===== src/rtl/alarm_tone_divgen_pkg.sv =====
// Shared definitions for the alarm tone divider: cadence FSM state encoding
// and default cadence lengths.
package alarm_pkg;

  typedef enum logic [1:0] {
    IDLE   = 2'd0,
    ON     = 2'd1,
    OFF    = 2'd2,
    SNOOZE = 2'd3
  } beep_state_e;

  localparam int CAD_W_DEF      = 24;
  localparam int BEEP_ON_DEF    = 6000000;
  localparam int BEEP_OFF_DEF   = 6000000;
  localparam int SNOOZE_CYC_DEF = 24000000;

endpackage


===== src/rtl/alarm_tone_divgen_div_channel.sv =====
// One divider channel: programmable half-period, square-wave output and a
// one-cycle tick on every toggle. A zero divisor parks the channel at 0.
module div_channel
  import alarm_pkg::*;
#(
  parameter int               CNT_W   = 16,
  parameter logic [CNT_W-1:0] RST_DIV = '0
) (
  input  logic             clk,
  input  logic             rst,
  input  logic             load,
  input  logic [CNT_W-1:0] div_half,
  output logic             clk_o,
  output logic             tick_o,
  output logic             clk_nxt_o
);

  logic [CNT_W-1:0] shadow_q, shadow_d;
  logic [CNT_W-1:0] cnt_q, cnt_d;
  logic             clk_q, clk_d;
  logic             tick_q, tick_d;

  always_comb begin
    shadow_d = shadow_q;
    cnt_d    = cnt_q + CNT_W'(1);
    clk_d    = clk_q;
    tick_d   = 1'b0;
    if (load) begin
      shadow_d = div_half;
      cnt_d    = '0;
      clk_d    = 1'b0;
    end else if (shadow_q == '0) begin
      cnt_d = '0;
      clk_d = 1'b0;
    end else if (cnt_q == shadow_q - CNT_W'(1)) begin
      cnt_d  = '0;
      clk_d  = ~clk_q;
      tick_d = 1'b1;
    end
  end

  always_ff @(posedge clk) begin
    if (rst) begin
      shadow_q <= RST_DIV;
      cnt_q    <= '0;
      clk_q    <= 1'b0;
      tick_q   <= 1'b0;
    end else begin
      shadow_q <= shadow_d;
      cnt_q    <= cnt_d;
      clk_q    <= clk_d;
      tick_q   <= tick_d;
    end
  end

  assign clk_o     = clk_q;
  assign tick_o    = tick_q;
  assign clk_nxt_o = clk_d;

endmodule


===== src/rtl/alarm_tone_divgen.sv =====
// Multi-channel clock divider with divisor reload and a beep-cadence FSM that
// gates one channel onto tone_o. Define ALARM_SNOOZE_EN to add the snooze state.
module alarm_tone_divgen
  import alarm_pkg::*;
#(
  parameter int                      NUM_CH     = 4,
  parameter int                      CNT_W      = 16,
  parameter logic [NUM_CH*CNT_W-1:0] DEF_DIV    = {16'd1251, 16'd16, 16'd520, 16'd2},
  parameter int                      TONE_CH    = 0,
  parameter int                      CAD_W      = CAD_W_DEF,
  parameter int                      BEEP_ON    = BEEP_ON_DEF,
  parameter int                      BEEP_OFF   = BEEP_OFF_DEF
`ifdef ALARM_SNOOZE_EN
  ,parameter int                     SNOOZE_CYC = SNOOZE_CYC_DEF
`endif
) (
  input  logic                    clk,
  input  logic                    rst,
  input  logic [NUM_CH*CNT_W-1:0] div_half_i,
  input  logic                    div_load_i,
  input  logic                    alarm_trig_i,
  output logic [NUM_CH-1:0]       clk_div_o,
  output logic [NUM_CH-1:0]       tick_o,
  output logic                    tone_o,
  output logic                    beep_active_o
`ifdef ALARM_SNOOZE_EN
  ,input  logic                   snooze_i
`endif
);

  // The snooze interval can outgrow the cadence width, so the counter widens to fit it.
`ifdef ALARM_SNOOZE_EN
  localparam int CC_W = ($clog2(SNOOZE_CYC) > CAD_W) ? $clog2(SNOOZE_CYC) : CAD_W;
  localparam logic [CC_W-1:0] SNZ_LAST = CC_W'(SNOOZE_CYC - 1);
`else
  localparam int CC_W = CAD_W;
`endif
  localparam logic [CC_W-1:0]   ON_LAST   = CC_W'(BEEP_ON - 1);
  localparam logic [CC_W-1:0]   OFF_LAST  = CC_W'(BEEP_OFF - 1);
  localparam logic [NUM_CH-1:0] TONE_MASK = NUM_CH'(1) << TONE_CH;

  logic [NUM_CH-1:0] clk_nxt;

  for (genvar k = 0; k < NUM_CH; k++) begin : g_ch
    div_channel #(
      .CNT_W  (CNT_W),
      .RST_DIV(DEF_DIV[k*CNT_W +: CNT_W])
    ) u_ch (
      .clk      (clk),
      .rst      (rst),
      .load     (div_load_i),
      .div_half (div_half_i[k*CNT_W +: CNT_W]),
      .clk_o    (clk_div_o[k]),
      .tick_o   (tick_o[k]),
      .clk_nxt_o(clk_nxt[k])
    );
  end

  beep_state_e     state_q, state_d;
  logic [CC_W-1:0] cc_q, cc_d;
  logic            tone_q, tone_d;
  logic            beep_q, beep_d;

  always_comb begin
    state_d = state_q;
    cc_d    = cc_q + CC_W'(1);
    if (!alarm_trig_i) begin
      state_d = IDLE;
      cc_d    = '0;
    end else begin
      case (state_q)
        IDLE: begin
          state_d = ON;
          cc_d    = '0;
        end
        ON: begin
`ifdef ALARM_SNOOZE_EN
          if (snooze_i) begin
            state_d = SNOOZE;
            cc_d    = '0;
          end else
`endif
          if (cc_q == ON_LAST) begin
            state_d = OFF;
            cc_d    = '0;
          end
        end
        OFF: begin
`ifdef ALARM_SNOOZE_EN
          if (snooze_i) begin
            state_d = SNOOZE;
            cc_d    = '0;
          end else
`endif
          if (cc_q == OFF_LAST) begin
            state_d = ON;
            cc_d    = '0;
          end
        end
`ifdef ALARM_SNOOZE_EN
        SNOOZE: begin
          if (cc_q == SNZ_LAST) begin
            state_d = ON;
            cc_d    = '0;
          end
        end
`endif
        default: begin
          state_d = IDLE;
          cc_d    = '0;
        end
      endcase
    end
    // Gate with the channel's next value so tone_o lines up with clk_div_o.
    tone_d = (state_d == ON) & (|(clk_nxt & TONE_MASK));
    beep_d = (state_d != IDLE);
  end

  always_ff @(posedge clk) begin
    if (rst) begin
      state_q <= IDLE;
      cc_q    <= '0;
      tone_q  <= 1'b0;
      beep_q  <= 1'b0;
    end else begin
      state_q <= state_d;
      cc_q    <= cc_d;
      tone_q  <= tone_d;
      beep_q  <= beep_d;
    end
  end

  assign tone_o        = tone_q;
  assign beep_active_o = beep_q;

endmodule


===== config.mk =====
export PLATFORM = sky130hd
export DESIGN_NAME = alarm_tone_divgen
export DESIGN_NICKNAME = d
export VERILOG_FILES = /design/src/rtl/alarm_tone_divgen_pkg.sv /design/src/rtl/alarm_tone_divgen_div_channel.sv /design/src/rtl/alarm_tone_divgen.sv
export SDC_FILE = /design/constraint.sdc
export NUM_CORES = 1
export LEC_CHECK = 0
export ABC_AREA = 1
export CAP_MARGIN = 20
export CELL_PAD_IN_SITES_DETAIL_PLACEMENT = 0
export CELL_PAD_IN_SITES_GLOBAL_PLACEMENT = 2
export CORE_MARGIN = 2
export CORE_UTILIZATION = 31
export CTS_BUF_LIST = sky130_fd_sc_hd__clkbuf_4
export DETAILED_ROUTE_END_ITERATION = 8
export PLACE_DENSITY = 0.8
export SLEW_MARGIN = 20
export SYNTH_ARGS = -nofsm -noshare
export SYNTH_HDL_FRONTEND = slang
export SYNTH_SLANG_ARGS = --single-unit

===== constraint.sdc =====
create_clock -name clk -period 2 [get_ports clk]
set_input_delay 0.4 -clock clk [delete_from_list [all_inputs] [get_ports clk]]
set_output_delay 0.4 -clock clk [all_outputs]
set_load 0.005 [all_outputs]

==> run summary, run 1 <==
Post-DRT Antenna Nets: 0
Crit path buf inv count: 1
CTS Buffer Depth: 2
Post-synth ARST share: 0%
DP HPWL: 20.23 mm
Global-route wire length before repair: 42.29 mm
Crit path cell chain: clkdlybuf4s50_1
Vias in the first global route: 8,421
Remaining Overflow, GRT: 0
Status: finished, final reports clean
Setup-failing EPs final: 0
TritonCTS clock tree: yes
Placer congestion estimate: 0.8543
Netlist cell types: 41
Initial DRC count: 486
Vias per std cell: 4.587
Share of cells above drive strength 1: 18.07%
Worst hold path depth: 3
Placed cells: 1,918
Cells after Synth: 1,417
Critical Path Sink Type: output pin
First-pass DRT Iterations: 7
Fin crit share: 96.95%
Fin util: 39.81%
Worst-Margin Slew: 0.4448 ns
Leak: 0.004897 uW
Layout area overhead: 26.62%
Net count after synthesis: 1,497
Tmin final: 1.939 ns
Finished Layout Cells: 1,970
Worst clock skew: 0.02792 ns
Post-synth EDFFs: 0
Io pins: 78
Seq cells post-synth: 164
HP Class: in -> reg
Later-pin clock latency in the skew report: 0.59 ns
Rel. slew slack: 70.07%
RSZ-0062 raised after global routing: yes
Largest net degree at the start of global routing: 90
Sum of negative setup slack: 0 ns
Clk root buf: clkbuf_4
WL final: 26.79 mm
H-tree levels: 4
FP Rows: 64
Number of remaining DRC errors: 0
R2R Path Start: g_ch[3].u_ch.shadow_q[0]$_SDFFE_PP1P_
Pwr/cell area: 565.1 mW/mm^2
Hold path startpoint: div_load_i
Layout Nets: 1,639
Average cell area after synthesis: 6.770 um^2
WHS Endpoint: g_ch[2].u_ch.shadow_q[4]$_SDFFE_PP1P_
Fill count: 3,239
Sequential-to-total area share from yosys stat: 34.22%
Critical path fanouts, max: 3
Area of the mapped netlist: 0.009593 mm^2
Crit path required time: 1.60 ns
Crit path launch type: flop
Initial Util: 31.44%
Core ar.: 0.03051 mm^2
WL/cell: 13.60 um
Primary FF master, synth: dfxtp_1
Fmax: 515.7 MHz
Port bufs: 77
Die area: 0.03237 mm^2
Fin. Hold Viols: 0
Delay-heaviest family, CP: buffers and inverters
Peak supply drop: 0.3147 mV
Die W: 179.9 um
Setup slack, reg-to-reg: 0.06 ns
Final setup margin: 0.06091 ns
WS Path Type: reg -> out
Worst r2r path cells: 15
R2r endpoint: g_ch[3].u_ch.cnt_q[15]$_SDFF_PP0_
Slew Viols, Final: 0
Tot GR Track Use: 16.11%
Clk slew on worst S/H paths: 0.14 ns
Initial antenna violation count: 2
Post-route cell area: 0.01215 mm^2
Arrival @ worst endpoint: 1.54 ns
Die height: 179.9 um
Via count: 9,036
Place WS: -0.06598 ns
Number of max-cap violations: 0
CTS Buf Count: 17
Yosys Warn Count: 0
Worst path max stage delay: 0.54 ns
Slowest cell on the critical path: clkdlybuf4s50_1
Clock sinks: 164
Dpl cell area: 0.01114 mm^2
## cell families after synthesis
family,Yosys count,share of synthesized area (%)
AO/OA/AOI/OAI,141,7.643
XOR/XNOR,106,9.678
adder cells (fa/ha/maj),12,1.565
buffers and inverters,204,8.739
flip-flops,164,34.22
AND/OR/NAND/NOR,790,38.15
## how the worst max path moves through the flow
| stage | cells past startpoint | endpoint | startpoint | slack [ns] |
|---|---|---|---|---|
| 2_1_floorplan | 16 | g_ch[3].u_ch.cnt_q[0]$_SDFF_PP0_ | g_ch[3].u_ch.shadow_q[0]$_SDFFE_PP1P_ | 0.12 |
| 3_3_place_gp | 6 | g_ch[2].u_ch.shadow_q[15]$_SDFFE_PP0P_ | rst | -0.05 |
| 3_5_place_dp | 6 | g_ch[3].u_ch.shadow_q[14]$_SDFFE_PP0P_ | rst | -0.07 |
| 4_1_cts | 11 | g_ch[0].u_ch.cnt_q[10]$_SDFF_PP0_ | g_ch[0].u_ch.shadow_q[0]$_SDFFE_PP0P_ | 0.004 |
| 5_1_grt | 15 | g_ch[3].u_ch.cnt_q[15]$_SDFF_PP0_ | g_ch[3].u_ch.shadow_q[0]$_SDFFE_PP1P_ | -0.09 |
| 6_report | 1 | clk_div_o[1] | g_ch[1].u_ch.clk_o$_SDFFE_PP0P_ | 0.06 |
## report_power, final
group | switching [uW] | total, uW | internal, uW | leakage [uW]
clock | 1260 | 2130 | 873 | 0.000156
combinational | 692 | 1240 | 553 | 0.00340
sequential | 115 | 3490 | 3370 | 0.00135
total | 2070 | 6860 | 4800 | 0.00490
## synth_stat cells, types with 9 or more instances
library cell	instances	share of area, %
nand3_1	105	5.5
nor4_1	9	0.59
o21ai_0	74	3.9
xor2_1	71	6.5
dfxtp_1	164	34
nor3_2	11	1.1
nand3b_1	15	1.2
nand4_1	34	2.2
clkbuf_1	20	0.78
nor2_1	246	9.6
a21oi_1	56	2.9
nand2_1	284	11
ha_1	12	1.6
inv_1	165	6.5
buf_4	9	0.70
nor2_2	16	1.0
xnor2_1	35	3.2
nor3_1	23	1.2
## cell usage in the layout, fill, tap and decap left out, drive strengths merged, types with 9 or more instances in the layout
cell	instances
nand4	34
nand2	296
clkbuf	20
a21oi	56
buf	75
nor3	34
ha	12
xnor2	35
dfxtp	164
clkdlybuf4s50	76
nand3	115
nand3b	15
xor2	71
nor2	269
o21ai	74
inv	173
nor4	9
## timing repair
item                                    4_1_cts  5_1_grt
pin swaps                                     2       43
setup buffers                                 1       11
endpoints found under the setup margin       21       99
resized for setup                            12      130
hold buffers                                  0        0
cloned                                        1        5
## registers in the layout, summed over array words and instances, names as in the netlist
register	count
g_ch.u_ch.clk_o	4
cc_q	24
tone_o	1
g_ch.u_ch.cnt_q	64
g_ch.u_ch.tick_o	4
state_q	2
g_ch.u_ch.shadow_q	64
beep_active_o	1
## through the flow
| stage | total power [uW] | hold WS, ns |
|---|---|---|
| 2_1_floorplan | 4231 | 0.4255 |
| 3_3_place_gp | 4673 | 0.4633 |
| 3_5_place_dp | 4673 | 0.4715 |
| 4_1_cts | 6869 | 0.08896 |
| 5_1_grt | 7254 | 0.1004 |
| 6_report | 6864 | 0.1518 |
## worst reg2reg max path, delay by kind of cell (launching register included)
family / cells / cell delay (ns)
adder cells (fa/ha/maj): 1 / 0.16
buffers and inverters: 1 / 0.07
flip-flops: 1 / 0.35
AND/OR/NAND/NOR: 13 / 1.28
## metal layers
metal / vias up / routed length (um) / GRT usage (%) / part of all wire [%]
met5: - / 0 / 0 / 0
met4: 0 / 221 / 3.447 / 0.82
met3: 10 / 723 / 2.897 / 2.7
met2: 101 / 12250 / 26.22 / 46
met1: 4108 / 13590 / 22.25 / 51
li1: 4817 / - / - / -
## final cells by class
| cell class | instances | area (um^2) | area share, % |
|---|---|---|---|
| Multi-Input combinational cell | 1053 | 6002 | 49.41 |
| Tap cell | 396 | 495.5 | 4.079 |
| Clock buffer | 18 | 135.1 | 1.112 |
| Inverter | 170 | 638.1 | 5.253 |
| Sequential cell | 164 | 3313 | 27.28 |
| Antenna cell | 2 | 5.005 | 0.04120 |
| Clock inverter | 14 | 157.7 | 1.298 |
| Timing Repair Buffer | 153 | 1400 | 11.53 |
Note: power is estimated with default switching activity, not from simulation.
==> run 2: changes to the inputs <==
- SETUP_SLACK_MARGIN: default -> 0.05
- SYNTH_HIERARCHICAL: default -> 1
==> run summary, run 2 <==
Clock sinks: 164 (unchanged)
Cells after Synth: 1,640 (was 1,417)
Clk slew on worst S/H paths: 0.14 ns (about the same)
DP HPWL: 24.14 mm (was 20.23 mm)
Hold_buf cts: 0 (unchanged)
Crit path cell chain: nor2_4 > nand2_1 > nor2_1 > nand2_2 > xor2_2 > inv_1 > nor2_1 > nand2_1 > nor2_2 > nand2_4 > buf_6 > nand2_2 > nand2_1 > nor2_1 (was clkdlybuf4s50_1)
First-pass DRT Iterations: 5 (was 7)
Fill count: 3,709 (was 3,239)
Critical path fanouts, max: 5 (was 3)
FP Rows: 68 (was 64)
CTS Buf Count: 17 (unchanged)
Worst-Margin Slew: 0.5396 ns (was 0.4448 ns)
Rel. slew slack: 63.99% (was 70.07%)
Fin. Hold Viols: 0 (unchanged)
Layout area overhead: 26.31% (was 26.62%)
Crit path launch type: flop (unchanged)
Fmax: 511.1 MHz (was 515.7 MHz)
RSZ-0062 raised after global routing: yes (unchanged)
Leak: 0.005713 uW (was 0.004897 uW)
Hold Worst Slack: 0.1997 ns (was 0.1518 ns)
Status: finished, final reports clean (unchanged)
Pwr/cell area: 517.6 mW/mm^2 (was 565.1 mW/mm^2)
Commonest non-fill, non-tap cell in the layout: nand2_1 (unchanged)
Vias in the first global route: 10,130 (was 8,421)
Reg area: 0.003338 mm^2 (was 0.003313 mm^2)
Area of the multi-input gates: 0.007441 mm^2 (was 0.006002 mm^2)
Core ar.: 0.03463 mm^2 (was 0.03051 mm^2)
Share of cells above drive strength 1: 24.23% (was 18.07%)
Net count after synthesis: 1,720 (was 1,497)
Initial Util: 31.53% (was 31.44%)
Largest net degree at the start of global routing: 27 (was 90)
Arrival @ worst endpoint: 2.52 ns (was 1.54 ns)
Die W: 191.7 um (was 179.9 um)
WL final: 31.67 mm (was 26.79 mm)
Number of max-cap violations: 0 (unchanged)
Worst clock skew: 0.02411 ns (was 0.02792 ns)
Worst path max stage delay: 0.43 ns (was 0.54 ns)
Dpl cell area: 0.01256 mm^2 (was 0.01114 mm^2)
Vias per std cell: 4.607 (was 4.587)
Port bufs: 77 (unchanged)
Layout Nets: 1,884 (was 1,639)
Tmin final: 1.957 ns (was 1.939 ns)
Slowest cell on the critical path: dfxtp_1 (was clkdlybuf4s50_1)
Design Power: 7139 uW (was 6864 uW)
Tot GR Track Use: 17.40% (was 16.11%)
Post-route cell area: 0.01379 mm^2 (was 0.01215 mm^2)
Yosys Warn Count: 6 (was 0)
Via count: 10,470 (was 9,036)
Biggest regs: g_ch.u_ch/cnt_q x64, g_ch.u_ch/shadow_q x64, cc_q x24 (was g_ch.u_ch.cnt_q x64, g_ch.u_ch.shadow_q x64, cc_q x24)
WL/cell: 13.93 um (was 13.60 um)
Area of the mapped netlist: 0.01092 mm^2 (was 0.009593 mm^2)
Critical Path Sink Type: flop (was output pin)
HP Class: in -> reg (unchanged)
Clk root buf: clkbuf_4 (unchanged)
Initial DRC count: 437 (was 486)
Io pins: 78 (unchanged)
H-tree levels: 4 (unchanged)
Post-DRT Antenna Nets: 0 (unchanged)
Fin crit share: 97.84% (was 96.95%)
Die area: 0.03674 mm^2 (was 0.03237 mm^2)
Most frequent cells in the layout: nand2_1 (347), nor2_1 (197), inv_1 (173) (was nand2_1 (273), nor2_1 (208), inv_1 (156))
Peak supply drop: 0.3011 mV (was 0.3147 mV)
Slew Viols, Final: 0 (unchanged)
Setup-failing EPs final: 0 (unchanged)
Remaining Overflow, GRT: 0 (unchanged)
Average cell area after synthesis: 6.657 um^2 (was 6.770 um^2)
Later-pin clock latency in the skew report: 0.62 ns (was 0.59 ns)
Number of remaining DRC errors: 0 (unchanged)
Placer congestion estimate: 0.8292 (was 0.8543)
Die height: 191.7 um (was 179.9 um)
CTS Buffer Depth: 2 (unchanged)
TritonCTS clock tree: yes (unchanged)
Crit path required time: 2.56 ns (was 1.60 ns)
Global-route wire length before repair: 50.46 mm (was 42.29 mm)
WS Path Type: reg -> reg (was reg -> out)
Initial antenna violation count: 1 (was 2)
==> run 2: layout make-up <==
cell class	count	share of cell area, %
antenna	2	0.03629
clock buffer	17	0.9254
clock inverter	14	0.9889
inverter	199	5.416
multi-input combinational	1262	53.96
sequential	164	24.21
tap	455	4.128
timing repair buffer	160	10.34
==> run 2: repair_timing <==
| item | in CTS | in global routing |
|---|---|---|
| pin swaps | 15 | 57 |
| hold endpoints to repair | 0 | 0 |
| gates resized for setup | 43 | 160 |
| setup endpoints to repair | 67 | 79 |
| setup buffers | 6 | 16 |
| cloned | 2 | 5 |
==> run 2: through the flow <==
stage | worst slack, ns | std cells | util, % | setup TNS (ns)
after floorplan | 0.1339 | 1640 | - | 0
after global placement | 0.01406 | 2211 | 36.27 | 0
after detailed placement | -0.04520 | 2211 | 36.27 | -0.3584
after CTS | 0.01731 | 2250 | 37.65 | 0
after global routing | -0.1330 | 2273 | 39.83 | -1.663
final | 0.04329 | 2273 | 39.83 | 0
==> run 2: power breakdown <==
group | leakage, uW | switching (uW) | total [uW] | internal [uW]
registers | 0.00135 | 153 | 3530 | 3380
clock network | 0.000141 | 1300 | 2020 | 725
logic | 0.00422 | 918 | 1580 | 667
==> run 2: per-layer routing <==
metal  part of all wire [%]  vias to the layer above  track usage, %
met5                      0                        -               0
met4                   0.87                        0           3.639
met3                    2.8                       23           3.161
met2                     48                      105           29.85
met1                     49                     4796           22.73
li1                       -                     5547               -
==> run 2: worst paths after layout <==
check,from,endpoint,slack [ns],depth (start not counted)
max,g_ch[3].u_ch/shadow_q[6]$_SDFFE_PP1P_,g_ch[3].u_ch/clk_o$_SDFF_PP0_,0.04,14
max reg2reg,g_ch[3].u_ch/shadow_q[6]$_SDFFE_PP1P_,g_ch[3].u_ch/clk_o$_SDFF_PP0_,0.04,14
min,div_load_i,g_ch[1].u_ch/shadow_q[3]$_SDFFE_PP1P_,0.20,2
min reg2reg,cc_q[0]$_SDFF_PP0_,cc_q[0]$_SDFF_PP0_,0.46,1
==> run 2: critical path, delay by kind of cell, from the launching register on <==
family | cells | cell delay, ns
and+or+nand+nor | 11 | 1.14
DFF | 1 | 0.43
buffers and inverters | 2 | 0.19
xor gates and xnor gates | 1 | 0.16
